==> src/rtl/fetch_stage_if.sv <==
// Signal bundle between the fetch stage and its neighbours: the hazard unit,
// the instruction memory, the D-stage decoder/forwarding and the D-stage consumers.
interface fetch_stage_if;
  logic        Stall;
  logic [31:0] instr_f;
  logic        j_if_d;
  logic        jr_if_d;
  logic        Beq_if_d;
  logic        Bne_if_d;
  logic        Bgezal_if_d;
  logic [31:0] rs_val_d;
  logic [31:0] rt_val_d;
  logic [31:0] pc_f;
  logic [31:0] imcode_D;
  logic [31:0] pc_d;
  logic [31:0] pc8_d;
  logic        taken_d;
  logic        adel_f;

  modport master (
    input  Stall, instr_f, j_if_d, jr_if_d, Beq_if_d, Bne_if_d, Bgezal_if_d,
           rs_val_d, rt_val_d,
    output pc_f, imcode_D, pc_d, pc8_d, taken_d, adel_f
  );

  modport slave (
    output Stall, instr_f, j_if_d, jr_if_d, Beq_if_d, Bne_if_d, Bgezal_if_d,
           rs_val_d, rt_val_d,
    input  pc_f, imcode_D, pc_d, pc8_d, taken_d, adel_f
  );
endinterface

==> src/rtl/fetch_stage.sv <==
// MIPS instruction-fetch stage with IF/ID register; branches and jumps are
// resolved in D with a single architectural delay slot (no flush).
module fetch_stage #(
  parameter logic [31:0] RESET_PC = 32'h0000_3000
) (
  input logic           clk,
  input logic           reset,
  fetch_stage_if.master bus
);
  logic [31:0] pc_reg;
  logic [31:0] pc_next;
  logic [31:0] imcode_reg;
  logic [31:0] pc_d_reg;
  logic [29:0] sext_imm;
  logic [31:0] branch_target;
  logic [31:0] jump_target;
  logic [31:0] target;
  logic        eq;
  logic        gez;
  logic        taken;

  // Only 30 bits of the sign-extended immediate survive the shift by two.
  assign sext_imm[15:0] = imcode_reg[15:0];
  genvar gi;
  generate
    for (gi = 16; gi < 30; gi++) begin : g_sext
      assign sext_imm[gi] = imcode_reg[15];
    end
  endgenerate

  assign eq    = (bus.rs_val_d == bus.rt_val_d);
  assign gez   = ~bus.rs_val_d[31];
  assign taken = bus.j_if_d | bus.jr_if_d | (bus.Beq_if_d & eq) |
                 (bus.Bne_if_d & ~eq) | (bus.Bgezal_if_d & gez);

  assign branch_target = pc_d_reg + 32'd4 + {sext_imm, 2'b00};
  assign jump_target   = {pc_d_reg[31:28], imcode_reg[25:0], 2'b00};

  // Decode flags are one-hot, so the order here is not a priority.
  always_comb begin
    target = branch_target;
    if (bus.j_if_d)
      target = jump_target;
    else if (bus.jr_if_d)
      target = bus.rs_val_d;
  end

  always_comb begin
    pc_next = pc_reg + 32'd4;
    if (bus.Stall)
      pc_next = pc_reg;
    else if (taken)
      pc_next = target;
  end

  always_ff @(posedge clk) begin
    if (reset) begin
      pc_reg     <= RESET_PC;
      imcode_reg <= 32'd0;
      pc_d_reg   <= 32'd0;
    end else begin
      pc_reg <= pc_next;
      if (!bus.Stall) begin
        imcode_reg <= bus.instr_f;
        pc_d_reg   <= pc_reg;
      end
    end
  end

  assign bus.pc_f     = pc_reg;
  assign bus.imcode_D = imcode_reg;
  assign bus.pc_d     = pc_d_reg;
  assign bus.pc8_d    = pc_d_reg + 32'd8;
  assign bus.taken_d  = taken;
  assign bus.adel_f   = (pc_reg[1:0] != 2'b00);
endmodule

==> src/flat_wrapper.sv <==
// flat-port wrapper written by rule: the top's interface ports become plain ports
module fetch_stage_flat 
#(
  parameter logic [31:0] RESET_PC = 32'h0000_3000
)
  (clk, reset, bus_Stall, bus_instr_f, bus_j_if_d, bus_jr_if_d, bus_Beq_if_d, bus_Bne_if_d, bus_Bgezal_if_d, bus_rs_val_d, bus_rt_val_d, bus_pc_f, bus_imcode_D, bus_pc_d, bus_pc8_d, bus_taken_d, bus_adel_f);
  fetch_stage_if bus_i ();
  input logic clk;
  input logic reset;
  input wire logic [$bits(bus_i.Stall)-1:0] bus_Stall;
  input wire logic [$bits(bus_i.instr_f)-1:0] bus_instr_f;
  input wire logic [$bits(bus_i.j_if_d)-1:0] bus_j_if_d;
  input wire logic [$bits(bus_i.jr_if_d)-1:0] bus_jr_if_d;
  input wire logic [$bits(bus_i.Beq_if_d)-1:0] bus_Beq_if_d;
  input wire logic [$bits(bus_i.Bne_if_d)-1:0] bus_Bne_if_d;
  input wire logic [$bits(bus_i.Bgezal_if_d)-1:0] bus_Bgezal_if_d;
  input wire logic [$bits(bus_i.rs_val_d)-1:0] bus_rs_val_d;
  input wire logic [$bits(bus_i.rt_val_d)-1:0] bus_rt_val_d;
  output wire logic [$bits(bus_i.pc_f)-1:0] bus_pc_f;
  output wire logic [$bits(bus_i.imcode_D)-1:0] bus_imcode_D;
  output wire logic [$bits(bus_i.pc_d)-1:0] bus_pc_d;
  output wire logic [$bits(bus_i.pc8_d)-1:0] bus_pc8_d;
  output wire logic [$bits(bus_i.taken_d)-1:0] bus_taken_d;
  output wire logic [$bits(bus_i.adel_f)-1:0] bus_adel_f;
  assign bus_i.Stall = bus_Stall;
  assign bus_i.instr_f = bus_instr_f;
  assign bus_i.j_if_d = bus_j_if_d;
  assign bus_i.jr_if_d = bus_jr_if_d;
  assign bus_i.Beq_if_d = bus_Beq_if_d;
  assign bus_i.Bne_if_d = bus_Bne_if_d;
  assign bus_i.Bgezal_if_d = bus_Bgezal_if_d;
  assign bus_i.rs_val_d = bus_rs_val_d;
  assign bus_i.rt_val_d = bus_rt_val_d;
  assign bus_pc_f = bus_i.pc_f;
  assign bus_imcode_D = bus_i.imcode_D;
  assign bus_pc_d = bus_i.pc_d;
  assign bus_pc8_d = bus_i.pc8_d;
  assign bus_taken_d = bus_i.taken_d;
  assign bus_adel_f = bus_i.adel_f;
  fetch_stage #(.RESET_PC(RESET_PC)) u_core (.clk(clk), .reset(reset), .bus(bus_i));
endmodule
==> config.mk <==
export PLATFORM = sky130hd
export DESIGN_NAME = fetch_stage_flat
export DESIGN_NICKNAME = d
export VERILOG_FILES = /design/src/rtl/fetch_stage_if.sv /design/src/rtl/fetch_stage.sv /design/src/flat_wrapper.sv
export SDC_FILE = /design/constraint.sdc
export NUM_CORES = 1
export LEC_CHECK = 0
export ABC_CLOCK_PERIOD_IN_PS = 2700
export CELL_PAD_IN_SITES_DETAIL_PLACEMENT = 0
export CELL_PAD_IN_SITES_GLOBAL_PLACEMENT = 1
export CORE_UTILIZATION = 31
export DETAILED_ROUTE_END_ITERATION = 6
export PLACE_DENSITY = 0.8
export SLEW_MARGIN = 20
export SYNTH_ARGS = -nofsm -noshare
export SYNTH_HDL_FRONTEND = slang
export SYNTH_SLANG_ARGS = --single-unit
==> constraint.sdc <==
create_clock -name clk -period 2.7 [get_ports clk]
set_input_delay 0.405 -clock clk [delete_from_list [all_inputs] [get_ports clk]]
set_output_delay 0.405 -clock clk [all_outputs]
set_load 0.005 [all_outputs]
==> results.txt, run 1 <==
The run finished, with violations left. The checks that failed: setup timing. Walking the worst path, the cells encountered are ha_4, ha_4, fa_2, a21o_1, a311oi_2, buf_4, or3b_4, a31oi_4, nand4_1, o21ai_1, or4_1, a31oi_1. The cell leakage power came out at 6.028 nW. The wire length of the first global-routing pass is 54,150 µm. The average wire length per cell after detail routing is 20.95 µm. The area used by multi-input combinational logic is 6374 µm².

The number of flops mapped to enable cells by yosys came out at 0. After synthesis the cells add up to 7652 µm². TritonCTS built the clock tree. The number of nets in the layout is 1,547. The depth of the worst register-to-register path came out at 12. The tool flagged a number of max-cap violations equal to 0. The prevailing post-synth register cell is dfxtp_1.

The count of nets left with antenna violations once routing finished came out at 0. Counting distinct cell types in the post-synthesis netlist gives 75. The transition time at the pin with the least slew margin is 0.5731 ns. The clock transition at the registers of the reported paths is 0.08 ns.

The count of vias placed by the detailed router came out at 9,269. The CTS H-tree depth came out at 3. The maximum count of clock buffers along a single path is 2. STA classifies the critical path startpoint as a flip-flop. The worst path arrival time came out at 3.22 ns.

The part of the Yosys area used for sequential elements came out at 25.11%. The final critical delay including setup and external delays is 2.922 ns. In the finished design, the share of the clock period the worst path needs comes to 108.2%. Setup repair after global routing could not meet its margin everywhere. The tightest min-delay check is of the input pin to flip-flop type. The CTS buffer count is 9. The cell count of the worst hold path came out at 2. Timing would allow up to 342.3 MHz.

Yosys attributes the largest share of cell area to dfxtp_1, ha_1, mux2i_1. The max-slew violation count is 0. The horizontal die dimension came out at 159.1 µm. The tree is rooted in a clkbuf_16. Measured on the finished design, the core utilization comes to 54.68%. The slowest stage of the critical path is the or4_1 cell. The placement row count came out at 57. The analysis attributes to net switching a power of 1.448 mW. The power per cell area is 336.7 nW/µm². Clock skew on the completed layout was measured at 0.01158 ns. The count of input and output buffers came out at 233. Setup violations remaining at the end of the flow were counted as 13. The initial core utilization is 31.56%. The combined flip-flop and latch cell area is 1956 µm². The proportion of synthesized flip-flops having asynchronous set or reset is 0%. The flip-flop and latch count after synthesis came out at 96. The detailed-route vias per instance came out at 5.414. The cell total after placement came out at 1,668. By startpoint and endpoint, the worst setup path is classified as flip-flop to flip-flop. STA classifies the critical path endpoint as a flip-flop. The signed area change from the synthesized netlist to the final layout came out at 73.27%. The number of global-route vias before repair is 9,267. The area enclosed by the die boundary is 25,320 µm². The detailed router finished its first iteration with 578 violations. For the worst setup path, the data required time is 3.00 ns. After floorplanning, the core was sized to cover 24,250 µm². The average cell area after synthesis came out at 7.913 µm². The power share of the sequential group came out at 35.7%. The count of buffering cells on the critical path with inverters included came out at 1. The total global routing track utilization came out at 27.65%. The congestion estimate from routability-driven global placement came to 0.9761.

For this design, the CTS-stage hold fixing added 0 buffers. In this design, the stage delay of the slowest critical-path cell is 0.41 ns. The die span in y is 159.1 µm. The worst IR drop on VDD came out at 0.2523 mV. The headroom to the max-slew limit is 61.79%. The number of warning messages in the yosys log is 0. The count of cell instances traversed by the critical path came out at 12. The largest area contributor in the netlist is dfxtp_1.

The total internal power came out at 3.016 mW. 0 antenna diodes ended up in the layout. Entering global routing, the biggest net connects 43 pins. The cell type with the highest occurrence count on the critical path is ha_4. The final non-filler cell total is 1,712. The top cell type by area accounts for 25.11% of the synthesized area. The number of fill cells in the layout came out at 2,273.

The tree built by TritonCTS fans out to 96 sinks. The insertion delay of the later-clocked pin in the worst-skew pair is 0.36 ns. The post-placement setup slack came out at -0.7590 ns. The initial antenna violation count came out at 0.

The total power draw came out at 4.464 mW. The hold violation total from the final report is 0. Global routing finished with a remaining overflow of 0.

The total DRC errors in the routed layout came out at 0. The share of power burned in combinational logic is 32.4%. The number of I/O pins is 234. The synthesized netlist cell count came out at 967. After routing, the total negative slack on setup checks comes to -1.531 ns. The first-pass iteration count of the detailed router came out at 5.

In this design, the largest share of critical-path delay is due to compound AO/OA/AOI/OAI gates. The placed wire-length estimate is 27,250 µm. The share of final-layout standard cells stronger than drive strength 1 came out at 31.20%. The net count after synthesis came out at 1,131. In this run the worst path has a maximum fanout of 2. Of the total power, the clock network draws 31.9%. Net switching is 32.44% of the power. The routed wire length is 35,870 µm.

In the post-route analysis, the smallest setup slack over all paths is -0.2215 ns.
## per-stage QoR
stage | hold WS (ns) | instance area, µm²
2_1_floorplan | 0.4676 | 7684
3_3_place_gp | 0.4791 | 11680
3_5_place_dp | 0.4902 | 11680
4_1_cts | 0.4111 | 12700
5_1_grt | 0.4395 | 13260
6_report | 0.4290 | 13260
## cell usage in the layout (no fill, tap or decap), types with 8 or more instances in the layout
cell and count:
a21o_1 29, a21oi_1 51, a21oi_2 12, a22oi_1 8, a31oi_1 9, buf_2 8, buf_4 210, buf_6 14
clkbuf_16 9, clkdlybuf4s50_1 155, dfxtp_1 77, dfxtp_2 15, dlygate4sd2_1 15, dlymetal6s2s_1 45, ha_1 30, ha_4 22
inv_1 14, mux2i_1 69, nand2_1 72, nand3_1 36, nand4_1 20, nor2_1 116, nor3_1 15, o211ai_1 18
o21ai_0 28, o21ai_1 10, o21ai_2 8, xnor2_1 41, xnor2_2 20, xor2_1 12
## power groups by stage
stage / clock [mW] / combinational [mW] / sequential [mW]
finish: 1.42 / 1.45 / 1.59
global route: 1.50 / 1.54 / 1.60
CTS: 1.44 / 1.39 / 1.59
detailed placement: 0 / 1.32 / 1.62
global placement: 0 / 1.31 / 1.62
floorplan: 0 / 0.525 / 1.62
## synth_stat cells (all sizes together), types with 4 or more instances
| library cell | count |
|---|---|
| nor3 | 19 |
| o21ai | 46 |
| clkbuf | 35 |
| xnor2 | 61 |
| and3 | 11 |
| nor4 | 7 |
| buf | 18 |
| a31oi | 13 |
| o22ai | 8 |
| and2 | 6 |
| nand3 | 42 |
| inv | 17 |
| or2 | 5 |
| a21oi | 66 |
| a21o | 29 |
| or3 | 6 |
| nand4 | 20 |
| a22oi | 8 |
| mux2i | 71 |
| and4 | 6 |
| a41oi | 4 |
| xor2 | 14 |
| o221ai | 5 |
| a211oi | 6 |
| nor2b | 5 |
| dfxtp | 96 |
| nand2 | 75 |
| nor2 | 129 |
| ha | 59 |
| o21a | 7 |
| o211ai | 19 |
## cell families (layout without fill, tap and decap cells)
logic type | count (synthesis) | after routing | synth area share [%]
AOI/OAI and AO/OA | 247 | 247 | 21.27
and+or+nand+nor | 343 | 343 | 21.29
adders and majority gates | 60 | 60 | 9.908
muxes | 74 | 74 | 9.729
buffers and inverters | 72 | 493 | 4.104
xor gates and xnor gates | 75 | 75 | 8.584
DFF | 96 | 96 | 25.11
## per-layer routing
| metal | part of all wire [%] | GRT usage, % | vias up |
|---|---|---|---|
| met2 | 48 | 47.65 | 402 |
| met5 | 0 | 0 | - |
| met4 | 4.5 | 12.24 | 0 |
| met3 | 6.6 | 5.158 | 78 |
| met1 | 41 | 33.39 | 4435 |
| li1 | - | - | 4354 |
## cell type report
type                       instances  area share, %
tap                              324          3.057
sequential                        96          14.75
clock buffer                      10          1.802
timing repair buffer             458          31.20
inverter                          19         0.5756
multi-input combinational        799          48.07
clock inverter                     6         0.5473
## final timing paths
check	slack [ns]	start	to
max	-0.22	u_core.bus.pc_d[3]$_SDFFE_PP0N_	u_core.bus.pc_f[27]$_SDFFE_PP0N_
min	0.43	reset	u_core.bus.pc_d[2]$_SDFFE_PP0N_
max reg2reg	-0.22	u_core.bus.pc_d[3]$_SDFFE_PP0N_	u_core.bus.pc_f[27]$_SDFFE_PP0N_
min reg2reg	0.50	u_core.bus.imcode_D[29]$_SDFFE_PP0N_	u_core.bus.imcode_D[29]$_SDFFE_PP0N_
## what timing repair did
action / in CTS / in global routing
endpoints found under the setup margin: 54 / 45
pin swaps: 63 / 81
endpoints found under the hold margin: 0 / 0
gates resized for setup: 180 / 142
buffers inserted: 21 / 11
No activity file was read; power rests on OpenSTA's default activity.
==> run 2, diff against run 1 <==
--- a/config.mk
+++ b/config.mk
@@ -11,6 +11,7 @@
 export CORE_UTILIZATION = 31
 export DETAILED_ROUTE_END_ITERATION = 6
 export PLACE_DENSITY = 0.8
+export SKIP_LAST_GASP = 1
 export SLEW_MARGIN = 20
 export SYNTH_ARGS = -nofsm -noshare
 export SYNTH_HDL_FRONTEND = slang
==> run 2 against run 1 <==
The run still ends with setup timing left; first-iteration DRC count rose by 12%; sequential power barely moved; routed wire length fell by 0.18%; critical endpoint unchanged; highest routed layer unchanged.
==> results.txt, run 2 (synthesized netlist as in run 1, its figures left out) <==
The critical path required time was 3.00 ns (about the same). The worst setup margin came to -0.2009 ns (+0.02059 ns). The longest individual stage delay on the worst path is 0.41 ns (about the same). The cell type with the highest occurrence count on the critical path is ha_4. The number of nets in the layout came out at 1,551 (+0.26%). TritonCTS built the clock tree. The average wire length per cell after detail routing came out at 20.87 µm (-0.41%). The worst clock skew is 0.01331 ns (+0.001726 ns). The most critical setup path has its endpoint at u_core.bus.pc_f[27]$_SDFFE_PP0N_. The CTS H-tree depth came out at 3 (unchanged).

The worst IR drop on VDD is 0.2540 mV (+0.65%). The count of nets left with antenna violations after detail routing came to 0 (unchanged). The maximum net fanout on the critical path is 2 (unchanged). The gate family responsible for the most delay along the worst path is compound AO/OA/AOI/OAI gates. The number of fill cells in the layout came to 2,273 (unchanged).

The power share of the sequential group came out at 35.8% (about the same). STA classifies the critical path endpoint as a flip-flop. The number of antenna repair diodes came out at 0 (unchanged). The maximum count of clock buffers along a single path is 2 (unchanged).

Leaving out fill and tap cells, the most frequent cell in the layout is buf_4. The count of input and output buffers is 233 (unchanged). Leaving out fill and tap cells, the most frequent cells in the layout are buf_4, clkdlybuf4s50_1, nor2_1.

The die span in y came out at 159.1 µm (unchanged). The cell total after placement came to 1,668 (unchanged). Setup repair after global routing could not meet its margin everywhere. The first-pass iteration count of the detailed router is 6 (+1). The insertion delay of the later-clocked pin in the worst-skew pair came to 0.36 ns (about the same). The most critical setup path has its startpoint at u_core.bus.pc_d[3]$_SDFFE_PP0N_. The depth of the worst register-to-register path came to 12 (unchanged). The max-slew violation count is 0 (unchanged). The number of violations of the max-capacitance limit came to 0 (unchanged).

The final weighted congestion of routability-driven global placement came out at 0.9761 (unchanged). The final critical delay including setup and external delays came out at 2.901 ns (-0.02059 ns). The core area came to 24,250 µm² (unchanged). In this run the most critical hold path is launched from reset. The number of I/O pins was 234 (unchanged). CTS placed an instance of clkbuf_16 at the clock tree root.

The detailed router's first-iteration violation count came to 646 (+12%). The switching portion of total power is 32.26% (-0.18 points). The total DRC errors in the routed layout is 0 (unchanged). The initial core utilization was 31.56% (unchanged). The initial antenna violation count came to 0 (unchanged). The count of cell instances traversed by the critical path is 12 (unchanged).

The number of hold-repair buffers added at the cts stage is 0 (unchanged). The worst path arrival time came to 3.20 ns (-0.02 ns). The run finished, with violations left. The class of the worst hold path is input pin to flip-flop.

The end-of-flow core utilization is 54.57% (-0.11 points). The placement row count is 57 (unchanged). The register-to-register path setup slack came out at -0.20 ns (+0.02 ns). The pin count of the biggest net entering global routing came out at 43 (unchanged). The horizontal die dimension came out at 159.1 µm (unchanged). The cell leakage power is 5.860 nW (-2.8%). The worst register-to-register path ends at u_core.bus.pc_f[27]$_SDFFE_PP0N_. The worst setup path is of the flip-flop to flip-flop kind.

The routed wire length is 35,810 µm (-0.18%). The number of sinks on the clock net came out at 96 (unchanged). The period utilization came to 107.4% (-0.76 points).

The share of power burned in combinational logic is 32.5% (about the same). The launching element type of the critical path is a flip-flop. The fraction of met1 tracks used by global routing is 33.59% (+0.20 points). The clock transition at the registers of the reported paths is 0.08 ns (about the same). The placed wire-length estimate is 27,250 µm (unchanged).

The switching power total is 1.439 mW (-0.64%). The detailed-route vias per instance is 5.413 (about the same). After global routing, the most crowded layer is met2. The clock network power share is 31.7% (-0.2 points).

The total internal power is 3.021 mW (+0.17%). The number of global-route vias before repair is 9,270 (+0.032%). The count of final setup violators came out at 14 (+1). The headroom to the max-slew limit was 60.95% (-0.85 points). The count of vias placed by the detailed router is 9,289 (+0.22%). The wire length of the first global-routing pass was 54,120 µm (about the same). The highest achievable clock rate was 344.7 MHz (+0.71%).

The total overflow reported by the global router is 0 (unchanged). The global routing usage on met2 came out at 47.71% (+0.060 points). Traced cell by cell, the critical path runs through ha_4, ha_4, fa_2, a21o_1, a311oi_2, buf_4, or3b_4, a31oi_4, nand4_1, o21ai_1, or4_1, a31oi_1.

The final-layout worst hold slack came out at 0.4291 ns (+0.0001700 ns). The share of final-layout standard cells stronger than drive strength 1 is 31.25% (+0.054 points). The final non-filler cell total came out at 1,716 (+0.23%). The global routing met3 resource utilization was 4.897% (-0.26 points). The area enclosed by the die boundary came out at 25,320 µm² (unchanged).

The transition time at the pin with the least slew margin came out at 0.5858 ns (+0.01271 ns). The signed area change from the synthesized netlist to the final layout came out at 72.91%. The CTS buffer count is 9 (unchanged). The total global routing track utilization is 27.62% (-0.030 points). On the critical path, the stage with the largest delay is an instance of or4_1. The hold violation total from the final report came out at 0 (unchanged). The power per cell area came out at 337.1 nW/µm² (+0.11%). The worst register-to-register path begins at u_core.bus.pc_d[3]$_SDFFE_PP0N_. The checks that failed: setup timing.

The count of buffering cells on the critical path with inverters included is 1 (unchanged).
==> run 2: worst min path at each step <==
stage | slack (ns) | cells past startpoint | to
detailed placement | 0.49 | 2 | u_core.bus.imcode_D[29]$_SDFFE_PP0N_
global placement | 0.48 | 2 | u_core.bus.imcode_D[27]$_SDFFE_PP0N_
global route | 0.44 | 2 | u_core.bus.imcode_D[12]$_SDFFE_PP0N_
CTS | 0.41 | 2 | u_core.bus.pc_d[2]$_SDFFE_PP0N_
finish | 0.43 | 2 | u_core.bus.pc_d[2]$_SDFFE_PP0N_
floorplan | 0.47 | 2 | u_core.bus.pc_f[1]$_SDFFE_PP0P_
==> run 2: cell type report <==
class                   count  area (µm²)  area share (%)
flip-flops and latches     96        1953           14.76
multi-input cells         799        6374           48.17
well taps                 324       405.4           3.064
inverters                  19       76.32          0.5768
clock inverters             6       72.57          0.5485
clock buffers              10       239.0           1.806
repair buffers            462        4111           31.07
==> run 2: routing by layer <==
layer | up-vias | wire (µm) | share of wire, %
met5 | - | 0 | 0
met4 | 0 | 1562 | 4.4
met3 | 75 | 2306 | 6.4
met2 | 409 | 17230 | 48
met1 | 4444 | 14700 | 41
li1 | 4361 | - | -
==> run 2: metrics by stage <==
stage | cell area (µm²) | setup WS (ns) | power, mW | setup TNS [ns]
CTS | 12660 | -0.2310 | 4.421 | -1.837
global route | 13230 | -0.2665 | 4.649 | -2.922
global placement | 11680 | -0.6617 | 2.928 | -19.13
finish | 13230 | -0.2009 | 4.460 | -1.382
detailed placement | 11680 | -0.7590 | 2.938 | -21.87
floorplan | 7684 | 0.001434 | 2.141 | 0
==> run 2: power groups by stage <==
| stage | clock network, mW | registers (mW) | logic (mW) |
|---|---|---|---|
| global placement | 0 | 1.62 | 1.31 |
| CTS | 1.44 | 1.59 | 1.39 |
| floorplan | 0 | 1.62 | 0.525 |
| detailed placement | 0 | 1.62 | 1.32 |
| global route | 1.50 | 1.61 | 1.54 |
| finish | 1.41 | 1.59 | 1.45 |
==> run 2: timing repair <==
action                     in CTS  in global routing
setup endpoints to repair      54                 46
gates resized for setup       164                138
setup buffers                  21                 17
pin swaps                      61                 82
==> run 3, diff against run 2 <==
--- a/config.mk
+++ b/config.mk
@@ -16,3 +16,4 @@
 export SYNTH_ARGS = -nofsm -noshare
 export SYNTH_HDL_FRONTEND = slang
 export SYNTH_SLANG_ARGS = --single-unit
+export TNS_END_PERCENT = 1
==> run 3 against run 2 <==
The run still ends with setup timing left; sequential power barely moved; setup slack worse by 0.096 ns; via count is 1.0% lower; die area unchanged; power barely moved; global-route usage is 0.76 points lower; register-to-register slack worse by 0.096 ns; sequential share of layout area up 0.81 points; critical path type unchanged; critical endpoint is now u_core.bus.pc_f[24]$_SDFFE_PP0N_.
==> results.txt, run 3 (synthesized netlist as in run 1, its figures left out) <==
The number of I/O pins is 234 (unchanged). Leaving out fill and tap cells, the most frequent cells in the layout are buf_4, clkdlybuf4s50_1, nor2_1. The total power draw was 4.456 mW (about the same). The max-slew violation count came to 0 (unchanged). In this run the worst setup path begins at u_core.bus.imcode_D[11]$_SDFFE_PP0N_. TritonCTS built the clock tree. The depth of the worst register-to-register path came out at 10 (-2). The insertion delay of the later-clocked pin in the worst-skew pair came out at 0.37 ns (about the same).

The headroom to the max-slew limit is 57.99% (-3.0 points). The number of violations of the max-capacitance limit was 0 (unchanged). The end-of-flow core utilization came out at 51.22% (-3.3 points). The checks that failed: setup timing. The worst path arrival time was 3.25 ns (+0.05 ns). The root buffer cell chosen for the clock tree is clkbuf_16.

The number of hold-repair buffers added at the cts stage is 0 (unchanged). The count of vias placed by the detailed router is 9,196 (-1.0%). The worst IR drop on VDD is 0.2708 mV (+6.6%). The switching portion of total power came out at 31.53% (-0.73 points). The switching power total is 1.405 mW (-2.3%). The most common cell after layout, fill and taps aside is buf_4.

The number of nets in the layout came out at 1,546 (-0.32%). The average wire length per cell after detail routing came out at 20.03 µm (-4.0%). The horizontal die dimension came out at 159.1 µm (unchanged).

The count of nets left with antenna violations after detail routing came to 0 (unchanged). The pin count of the biggest net entering global routing is 50 (+16%). The worst setup margin came to -0.2965 ns (-0.09556 ns). The cell count of the worst hold path was 2 (unchanged). The worst hold path terminates at u_core.bus.pc_f[0]$_SDFFE_PP0P_. The count of final setup violators came out at 39 (+25). The combined flip-flop and latch cell area is 1934 µm² (-0.96%).

The total DRC errors in the routed layout came out at 0 (unchanged). The critical path in this run is classified as flip-flop to flip-flop. The placed wire-length estimate is 27,470 µm (+0.81%).

The post-placement setup slack is -0.6255 ns (+0.1334 ns). The worst min-delay path startpoint is u_core.bus.pc_f[0]$_SDFFE_PP0P_. The final critical delay including setup and external delays came out at 2.996 ns (+0.09556 ns). The total internal power is 3.051 mW (+0.98%). The number of antenna repair diodes is 0 (unchanged). The clock transition at the registers of the reported paths was 0.08 ns (about the same). The CTS H-tree depth came out at 3 (unchanged). The share of final-layout standard cells stronger than drive strength 1 came to 22.57% (-8.7 points). The final weighted congestion of routability-driven global placement came out at 0.9746 (-0.15%).

The transition time at the pin with the least slew margin came to 0.6235 ns (+0.03771 ns). The launching element type of the critical path is a flip-flop. The die span in y was 159.1 µm (unchanged). The maximum net fanout on the critical path is 4 (+2). The wire length of the first global-routing pass is 52,450 µm (-3.1%). The endpoint identified for the worst register-to-register timing path is u_core.bus.pc_f[24]$_SDFFE_PP0N_. The total overflow reported by the global router is 0 (unchanged). The number of global-route vias before repair was 9,091 (-1.9%). The detailed-route vias per instance came out at 5.375 (-0.71%). The clock network power share came out at 33.8% (+2.1 points). The placement row count came out at 57 (unchanged).

The routed wire length is 34,280 µm (-4.3%). The run finished, with violations left. The highest achievable clock rate is 333.7 MHz (-3.2%). The area enclosed by the die boundary is 25,320 µm² (unchanged). Setup repair after global routing could not meet its margin everywhere. The share of power burned in combinational logic is 30.7% (-1.8 points).

The power share of the sequential group came to 35.5% (-0.3 points). The period utilization came out at 111.0% (+3.5 points). The count of input and output buffers was 233 (unchanged). The detailed router's first-iteration violation count came to 517 (-20%). The signed area change from the synthesized netlist to the final layout is 62.31%. The area used by multi-input combinational logic came out at 5667 µm² (-11%).

The core area is 24,250 µm² (unchanged). In this run the critical register-to-register path is launched from u_core.bus.imcode_D[11]$_SDFFE_PP0N_. STA classifies the critical path endpoint as a flip-flop. The initial core utilization is 31.56% (unchanged). The number of sinks on the clock net was 96 (unchanged). The initial antenna violation count is 0 (unchanged). The first-pass iteration count of the detailed router was 5 (-1). The worst clock skew is 0.01826 ns (+0.004951 ns). The register-to-register path setup slack is -0.30 ns (-0.10 ns). The critical path required time came to 2.95 ns (-0.05 ns).

The total global routing track utilization is 26.86% (-0.76 points). The maximum count of clock buffers along a single path came out at 2 (unchanged). The number of fill cells in the layout came out at 2,356 (+3.7%). The cell leakage power is 5.563 nW (-5.1%). The power per cell area came out at 358.7 nW/µm² (+6.4%).

The CTS buffer count came to 9 (unchanged). The hold violation total from the final report is 0 (unchanged). The class of the worst hold path is flip-flop to flip-flop.
run 3: worst max-delay path by stage:
stage                                             to  slack [ns]
floorplan           u_core.bus.pc_f[27]$_SDFFE_PP0N_       -0.04
global placement    u_core.bus.pc_f[10]$_SDFFE_PP0N_       -0.62
detailed placement  u_core.bus.pc_f[10]$_SDFFE_PP0N_       -0.63
CTS                 u_core.bus.pc_f[17]$_SDFFE_PP0N_       -0.28
global route        u_core.bus.pc_f[27]$_SDFFE_PP0N_       -0.37
finish              u_core.bus.pc_f[24]$_SDFFE_PP0N_       -0.30
run 3: power by group through the flow:
stage               Clock, mW  Sequential [mW]  Combinational [mW]
floorplan                   0             1.62               0.521
global placement            0             1.61                1.33
detailed placement          0             1.61                1.34
CTS                      1.54             1.58                1.35
global route             1.59             1.59                1.46
finish                   1.51             1.58                1.37
run 3: layer usage:
layer,vias up,GRT usage [%],routed length (µm)
met5,-,0,0
met4,0,10.71,1291
met3,71,5.027,2224
met2,409,46.17,16350
met1,4354,32.96,14420
li1,4362,-,-
run 3: cell type report:
| type | instances | area share, % |
|---|---|---|
| clock inverter | 7 | 0.8663 |
| timing repair buffer | 457 | 32.25 |
| sequential | 96 | 15.57 |
| tap | 324 | 3.264 |
| clock buffer | 9 | 1.813 |
| multi-input combinational | 799 | 45.62 |
| inverter | 19 | 0.6145 |
run 3: what timing repair did:
action,in CTS,in global routing
cloned,0,0
buffers inserted,1,2
gates resized for setup,52,23
endpoints found under the hold margin,0,0
pin swaps,14,12
setup endpoints to repair,52,49
run 3: critical path, cell delays in order, from the launching register on:
cell and delay, ns:
dfxtp_1 0.37, ha_1 0.25, ha_1 0.33, a21o_1 0.20
a21oi_2 0.21, or3b_1 0.41, o21ai_1 0.19, o21ai_1 0.13
a41oi_1 0.30, mux2i_1 0.36, a31oi_1 0.13
run 3: stage by stage:
| stage | cell area [µm²] | instances | TNS, ns | hold WS [ns] |
|---|---|---|---|---|
| finish | 12420 | 1711 | -6.271 | 0.4839 |
| floorplan | 7669 | 967 | -0.05165 | 0.4676 |
| global route | 12420 | 1711 | -10.62 | 0.5127 |
| global placement | 11830 | 1692 | -17.73 | 0.4748 |
| CTS | 12310 | 1709 | -7.057 | 0.4874 |
| detailed placement | 11830 | 1692 | -18.45 | 0.4759 |
